`src/rtl/seq_det_ctrl.sv`:
```
// Word-level sequencer for a bit-serial "101" Moore detector: shifts a word
// MSB-first into the detector, counts its detections and reports them with a done pulse.
module seq_det_ctrl #(
  parameter int unsigned WORD_W = 8,
  parameter int unsigned CNT_W  = 4
) (
  input  logic              i_clk,
  input  logic              i_rst,
  input  logic              i_valid,
  input  logic [WORD_W-1:0] i_word,
  output logic              o_ready,
  input  logic              i_abort,
  output logic              o_det_en,
  output logic              o_det_seq,
  input  logic              i_det_detect,
  output logic              o_busy,
  output logic              o_done,
  output logic [CNT_W-1:0]  o_count
);

  localparam int unsigned IDX_W = $clog2(WORD_W + 1);
  localparam logic [IDX_W-1:0] LAST_IDX = IDX_W'(WORD_W - 1);

  typedef enum logic [1:0] {
    S_IDLE,
    S_SHIFT,
    S_TAIL,
    S_DONE
  } state_t;

  state_t            state, state_nx;
  logic [WORD_W-1:0] shreg, shreg_nx;
  logic [IDX_W-1:0]  idx, idx_nx;
  logic [CNT_W-1:0]  cnt, cnt_nx, cnt_inc;
  logic [CNT_W-1:0]  count_nx;
  logic              ready_nx, busy_nx, done_nx, det_en_nx, det_seq_nx;

  // Saturating increment: a full counter holds its value.
  assign cnt_inc = (cnt == {CNT_W{1'b1}}) ? cnt : cnt + CNT_W'(1);

  always_ff @(posedge i_clk or posedge i_rst) begin
    if (i_rst) begin
      state     <= S_IDLE;
      shreg     <= '0;
      idx       <= '0;
      cnt       <= '0;
      o_count   <= '0;
      o_ready   <= 1'b1;
      o_busy    <= 1'b0;
      o_done    <= 1'b0;
      o_det_en  <= 1'b0;
      o_det_seq <= 1'b0;
    end else begin
      state     <= state_nx;
      shreg     <= shreg_nx;
      idx       <= idx_nx;
      cnt       <= cnt_nx;
      o_count   <= count_nx;
      o_ready   <= ready_nx;
      o_busy    <= busy_nx;
      o_done    <= done_nx;
      o_det_en  <= det_en_nx;
      o_det_seq <= det_seq_nx;
    end
  end

  always_comb begin
    state_nx = state;
    shreg_nx = shreg;
    idx_nx   = idx;
    cnt_nx   = cnt;
    count_nx = o_count;

    case (state)
      S_IDLE: begin
        if (i_valid && !i_abort) begin
          state_nx = S_SHIFT;
          shreg_nx = i_word;
          idx_nx   = '0;
          cnt_nx   = '0;
        end
      end
      S_SHIFT: begin
        shreg_nx = {shreg[WORD_W-2:0], 1'b0};
        idx_nx   = idx + IDX_W'(1);
        // The first cycle's detect belongs to the previous word's last bit.
        if ((idx != '0) && i_det_detect) cnt_nx = cnt_inc;
        if (idx == LAST_IDX) state_nx = S_TAIL;
      end
      S_TAIL: begin
        if (i_det_detect) cnt_nx = cnt_inc;
        count_nx = cnt_nx;
        state_nx = S_DONE;
      end
      S_DONE: begin
        state_nx = S_IDLE;
      end
      default: begin
        state_nx = S_IDLE;
      end
    endcase

    if (i_abort && (state != S_IDLE)) begin
      state_nx = S_IDLE;
      count_nx = '0;
    end
  end

  // Moore outputs are registered from the next state.
  always_comb begin
    ready_nx   = (state_nx == S_IDLE);
    busy_nx    = (state_nx != S_IDLE);
    done_nx    = (state_nx == S_DONE);
    det_en_nx  = (state_nx == S_SHIFT);
    det_seq_nx = det_en_nx & shreg_nx[WORD_W-1];
  end

endmodule
```
`config.mk`:
```
export PLATFORM = sky130hd
export DESIGN_NAME = seq_det_ctrl
export DESIGN_NICKNAME = d
export VERILOG_FILES = /design/src/rtl/seq_det_ctrl.sv
export SDC_FILE = /design/constraint.sdc
export NUM_CORES = 1
export LEC_CHECK = 0
export CORE_ASPECT_RATIO = 1.2
export CORE_UTILIZATION = 57
export DETAILED_ROUTE_END_ITERATION = 8
export GPL_TIMING_DRIVEN = 0
export PLACE_DENSITY = 0.83
export SLEW_MARGIN = 20
export SYNTH_ARGS = -nofsm -noshare
export SYNTH_HDL_FRONTEND = slang
export SYNTH_SLANG_ARGS = --single-unit
```
`constraint.sdc`:
```
create_clock -name i_clk -period 3.18 [get_ports i_clk]
set_input_delay 0.636 -clock i_clk [delete_from_list [all_inputs] [get_ports i_clk]]
set_output_delay 0.636 -clock i_clk [all_outputs]
set_load 0.02 [all_outputs]
```
# Word-level counts from Yosys, hierarchy flattened
# Cells that the tools add are included.
totals:
  ff_bits: 27
  latchBits: 0
  mem_bits_rw: 0
  rom_bits: 0
  inputBits: 13
  out_inout_bits: 9
  word_cells: 51
  n_memories: 0
op_classes:
  add_sub_neg: 2
  n_mul: 0
  div: 0
  n_lt_le_gt_ge: 0
  n_eq_ne: 9
  n_shift: 0
  n_mux: 14
  bitwise_logic: 1
  n_reduce_logical: 14
op_table:
  columns: ["operator", "n"]
  rows:
  - ["$mux W4", 6]
  - ["$pmux W8 S2", 1]
  - ["$pmux W4 S3", 1]
  - ["$add A4 B1 Y4 const B", 2]
  - ["$mux W8", 1]
  - ["$pmux W2 S4", 1]
  - ["$pmux W4 S2", 1]
  - ["$reduce_bool A2 Y1", 4]
  - ["$eq A2 B2 Y1 const B", 3]
  - ["$mux W2", 3]
  - ["$eq A2 B1 Y1 const B", 2]
  - ["$eq A4 B3 Y1 const B", 1]
  - ["$eq A4 B4 Y1 const B", 1]
  - ["$logic_not A2 Y1", 2]
  - ["$ne A2 B2 Y1 const B", 2]
  - ["$reduce_bool A4 Y1", 1]
  - ["$logic_and A1 B1 Y1", 3]
  - ["$reduce_and A3 Y1", 1]
  - ["$reduce_bool A3 Y1", 1]
  - ["$reduce_and A2 Y1", 1]
  - ["$and A1 B1 Y1", 1]
  - ["$logic_not A1 Y1", 1]

# Longest topological paths before layout
logic_depth:
  ltp_word: 7
  ltp_mapped: 8

# Worst setup path after synthesis
# OpenSTA, ideal clock, no wires.
synth_path:
  path_type: "register to register"
  startpoint: "register state[0]"
  endpoint: "register cnt[0]"
  t_arrival_ps: 1574
  t_required_ps: 3053
  path_slack_ps: 1479
  path_stages_with_launch: 8
  path_buffers: 1
  period_less_slack_ps: 1701
  cell_sequence: "dfrtp_1 -> inv_1 -> ha_1 -> clkbuf_1 -> nor3_1 -> a21oi_2 -> and2_4 -> mux2_1"
synth_via:
  elab_chain_len: 3
  elab_cells_between_ends: 8
  cone_classes: "eq/ne (4); mux (1); reduce/logical (3)"
synth_rtl:
  columns: ["element", "line", "text"]
  rows:
  - ["start: declaration", "31", "state_t state, state_nx;"]
  - ["start signal: assignment", "54", "state <= state_nx;"]
  - ["$eq A2 B1 Y1 (tied with other cells)", "74", "case (state)"]
  - ["$ne A2 B2 Y1 (no source line) or $reduce_bool A3 Y1 (tied branches)", null, null]
  - ["$reduce_and A3 Y1 (no source line)", null, null]
  - ["end signal: assignment", "57", "cnt <= cnt_nx;"]
  - ["end: declaration", "34", "logic [CNT_W-1:0] cnt, cnt_nx, cnt_inc;"]
# Parallel ways exist; a longest one is shown, timed or not.
# A chain may end at the register's enable or synchronous reset.

# Worst setup path in the final report
layout_path:
  startpoint: "register o_ready"
  endpoint: "output o_ready"
layout_lines:
  columns: ["element", "line", "text"]
  rows:
  - ["start: declaration", "11", "output logic o_ready,"]
  - ["start signal: assignment", "59", "o_ready <= ready_nx;"]
# No word-level cell between the ends.

==> flow_results.xml <==
<?xml version="1.0" encoding="UTF-8"?>
<metrics>
  <group name="run_status">
    <metric name="status" unit="">complete, no violations</metric>
  </group>
  <group name="global_route">
    <metric name="gr-usage-all-layers" unit="%">23.82</metric>
    <metric name="grt_pass1_vias" unit="">1240</metric>
    <metric name="maximum_number_of_pins_on_one_net_before_global_route_repair" unit="">28</metric>
    <metric name="globalRoute.totalOverflow" unit="">0</metric>
    <metric name="grt_antenna_before_repair" unit="">0</metric>
    <metric name="first_pass_grt_wire_length" unit="um">5292</metric>
  </group>
  <group name="sta">
    <metric name="timing.clock.skew" unit="ns">0.002274</metric>
    <metric name="max_slew.worst_pin.slew" unit="ns">0.9727</metric>
    <metric name="final_period_minus_worst_setup_slack" unit="ns">2.104</metric>
    <metric name="post-route-period-util" unit="%">66.17</metric>
    <metric name="relative_slew_slack" unit="%">34.75</metric>
    <metric name="achievable-frequency" unit="MHz">475.3</metric>
    <metric name="report.final.slew_viol_count" unit="">0</metric>
    <metric name="setup_viol" unit="">0</metric>
    <metric name="report.final.hold_viol_count" unit="">0</metric>
    <metric name="setup_slack" unit="ns">1.076</metric>
    <metric name="rsz0062_at_grt" unit="">false</metric>
    <metric name="timing.setup.tns" unit="ns">0</metric>
  </group>
  <group name="floorplanning">
    <metric name="coreArea" unit="sq mm">0.002527</metric>
    <metric name="std_cell_rows" unit="">20</metric>
    <metric name="fp.dieW" unit="um">48.99</metric>
    <metric name="die_y" unit="um">58.39</metric>
    <metric name="initial_core_util" unit="%">59.75</metric>
    <metric name="io_pins" unit="">22</metric>
    <metric name="die-area" unit="sq mm">0.002860</metric>
  </group>
  <group name="pwr">
    <metric name="peak_vdd_ir" unit="mV">0.4300</metric>
    <metric name="power-per-cell-area" unit="mW/mm^2">777.1</metric>
    <metric name="power" unit="mW">1.392</metric>
    <metric name="static-leakage-power" unit="nW">0.8144</metric>
  </group>
  <group name="hold_path">
    <metric name="min_path_type" unit="">flop to flop</metric>
  </group>
  <group name="detailed_routing">
    <metric name="drt_drc" unit="">0</metric>
    <metric name="avgViaCountPerCell" unit="">5.900</metric>
    <metric name="met2RoutedLength" unit="um">1704</metric>
    <metric name="drt-initial-drc-count" unit="">70</metric>
    <metric name="drt_pre_antenna_iters" unit="">4</metric>
    <metric name="num_vias" unit="">1298</metric>
    <metric name="detailroute.wirelength.met3" unit="um">101</metric>
    <metric name="antenna_violating_nets_post_route" unit="">0</metric>
    <metric name="finalWirelength" unit="um">3207</metric>
    <metric name="wl_per_cell" unit="um">14.58</metric>
    <metric name="route.layer.met1.wl" unit="um">1366</metric>
    <metric name="maxUsedRoutingLayer" unit="">met4</metric>
  </group>
  <group name="clocking">
    <metric name="cts.repair_timing.setup_buffer_count" unit="">0</metric>
    <metric name="cts-resized-gates" unit="">0</metric>
    <metric name="cts_made_buffers" unit="">3</metric>
    <metric name="clock_latency" unit="ns">0.33</metric>
    <metric name="cts_buffer_depth" unit="">2</metric>
    <metric name="cts_tree" unit="">built</metric>
    <metric name="cts.hold.buffers_added" unit="">0</metric>
    <metric name="worst_setup_hold_path_clk_slew" unit="ns">0.16</metric>
    <metric name="cts_max_level" unit="">1</metric>
    <metric name="clkSinkCount" unit="">27</metric>
    <metric name="clk_root_buffer_cell" unit="">sky130_fd_sc_hd__clkbuf_4</metric>
  </group>
  <group name="critical_path">
    <metric name="critPathRequiredTime" unit="ns">2.54</metric>
    <metric name="critical_path.n_buffers_inverters" unit="">1</metric>
    <metric name="cpPeakStageDelay" unit="ns">0.59</metric>
    <metric name="crit_type" unit="">flop to primary output</metric>
    <metric name="critical_path.top_delay_family" unit="">buffers and inverters</metric>
    <metric name="cp_slowest_cell" unit="">sky130_fd_sc_hd__clkdlybuf4s50_1</metric>
    <metric name="crit_fanout" unit="">1</metric>
    <metric name="critPathLaunchType" unit="">flop</metric>
    <metric name="critical_path_arrival" unit="ns">1.47</metric>
    <metric name="crit_chain" unit="">clkdlybuf4s50_1</metric>
    <metric name="cp-end-kind" unit="">primary output</metric>
  </group>
  <group name="cells_and_area">
    <metric name="num_antenna_cells" unit="">0</metric>
    <metric name="layout.filler_cells" unit="">207</metric>
    <metric name="stdcell_count" unit="">220</metric>
    <metric name="finalNetCount" unit="">207</metric>
    <metric name="drive_gt1_share" unit="%">9.091</metric>
    <metric name="areaGrowthSynthToFinish" unit="%">18.64</metric>
  </group>
  <group name="run">
    <metric name="maxCapViolations" unit="">0</metric>
  </group>
  <group name="synthesis">
    <metric name="post_synth_num_cell_types" unit="">47</metric>
    <metric name="synth_seq_area_share" unit="%">44.82</metric>
    <metric name="yosys_warnings" unit="">0</metric>
    <metric name="asyncSetResetFlopFracSynth" unit="%">100.0</metric>
    <metric name="yosys_most_used_dff" unit="">sky130_fd_sc_hd__dfrtp_1</metric>
    <metric name="post-synth-top-count-cell" unit="">sky130_fd_sc_hd__dfrtp_1</metric>
    <metric name="post_synth_edffs" unit="">0</metric>
    <metric name="yosys_register_bits" unit="">27</metric>
    <metric name="net_count_after_synthesis" unit="">181</metric>
    <metric name="syn-instance-count" unit="">162</metric>
    <metric name="post_synth_most_frequent_cells" unit="">sky130_fd_sc_hd__dfrtp_1 (26), sky130_fd_sc_hd__nand2_1 (21), sky130_fd_sc_hd__nand3_1 (11)</metric>
    <metric name="post_synth_top_area_share" unit="%">43.08</metric>
    <metric name="yosys-top-cells-area" unit="">sky130_fd_sc_hd__dfrtp_1 (43%), sky130_fd_sc_hd__nand2_1 (5.2%), sky130_fd_sc_hd__ha_1 (5.0%)</metric>
    <metric name="synthesis.area" unit="sq mm">0.001510</metric>
    <metric name="synth_largest_area_cell" unit="">sky130_fd_sc_hd__dfrtp_1</metric>
    <metric name="synth_area_per_cell" unit="sq um">9.322</metric>
  </group>
  <group name="placed_design">
    <metric name="number_of_cells_in_the_design_after_placement" unit="">216</metric>
    <metric name="place_hpwl" unit="um">2284</metric>
    <metric name="io_buffer_count" unit="">21</metric>
    <metric name="place.gp.congestion" unit="">0.9310</metric>
    <metric name="dpl_worst_slack" unit="ns">0.8272</metric>
  </group>
</metrics>
==> report_power, final <==
part | total (mW) | internal [mW] | switching (mW)
combinational | 0.679 | 0.303 | 0.376
sequential | 0.555 | 0.465 | 0.0898
clock | 0.158 | 0.0482 | 0.110
==> cell type report <==
| type | instances | area [sq um] | area share [%] |
|---|---|---|---|
| Multi-Input combinational cell | 117 | 754.5 | 42.11 |
| Sequential cell | 27 | 676.9 | 37.78 |
| Timing Repair Buffer | 21 | 210.2 | 11.73 |
| Inverter | 11 | 41.29 | 2.304 |
| Tap cell | 33 | 41.29 | 2.304 |
| Buffer | 7 | 37.54 | 2.095 |
| Clock buffer | 3 | 22.52 | 1.257 |
| Clock inverter | 1 | 7.507 | 0.4190 |
==> logic make-up after synthesis <==
| kind of cell | after synthesis | share of synthesized area [%] |
|---|---|---|
| buf+inv | 18 | 5.219 |
| flops | 27 | 44.82 |
| fa+ha+maj | 6 | 4.971 |
| simple gates | 58 | 18.81 |
| mux | 6 | 4.225 |
| xor+xnor | 1 | 0.5801 |
| compound gates | 46 | 21.38 |
==> placed cells by master, fill, tap and decap left out, types with 4 or more instances in the layout <==
cell type                          n
sky130_fd_sc_hd__inv_1             8
sky130_fd_sc_hd__a22oi_1           6
sky130_fd_sc_hd__clkdlybuf4s50_1  21
sky130_fd_sc_hd__o21ai_0           4
sky130_fd_sc_hd__nand3_1          11
sky130_fd_sc_hd__nor3_1            6
sky130_fd_sc_hd__a22o_1            4
sky130_fd_sc_hd__nor2_1            6
sky130_fd_sc_hd__dfrtp_1          26
sky130_fd_sc_hd__nand2_1          21
sky130_fd_sc_hd__o21ai_1           5
sky130_fd_sc_hd__ha_1              6
sky130_fd_sc_hd__a21oi_1          10
==> metrics by stage <==
| stage | utilization [%] | hold slack (ns) | cell area (sq um) |
|---|---|---|---|
| finish | 70.89 | 0.5149 | 1792 |
| global placement | 69.70 | 0.4681 | 1762 |
| detailed placement | 69.70 | 0.4870 | 1762 |
| CTS | 70.89 | 0.5211 | 1792 |
| floorplan | - | 0.4696 | 1510 |
| global route | 70.89 | 0.5465 | 1792 |
==> metal layers <==
metal  vias up  global-route usage (%)
met5         -                       0
met4         0                   9.244
met3         4                   2.842
met2        36                   44.05
met1       618                   28.31
li1        640                       -
==> final timing paths <==
kind / from / endpoint / slack, ns / depth (start not counted)
worst max-delay path: o_ready$_DFF_PP1_ / o_ready / 1.08 / 1
worst min-delay path: o_count[3]$_DFFE_PP0P_ / o_count[3]$_DFFE_PP0P_ / 0.51 / 1
worst max register to register: state[0]$_DFF_PP0_ / cnt[0]$_DFFE_PP0P_ / 1.21 / 7
worst min register to register: o_count[3]$_DFFE_PP0P_ / o_count[3]$_DFFE_PP0P_ / 0.51 / 1
max in group asynchronous: i_rst / o_count[2]$_DFFE_PP0P_ / 2.04 / 2
min in group asynchronous: i_rst / shreg[7]$_DFF_PP0_ / 0.70 / 2
==> state kept, by name (all words and copies together), names as in the netlist, 2 cells and up <==
signal,count
idx,4
cnt,4
o_count,4
state,2
shreg,8
Note: power is estimated with default switching activity, not from simulation.
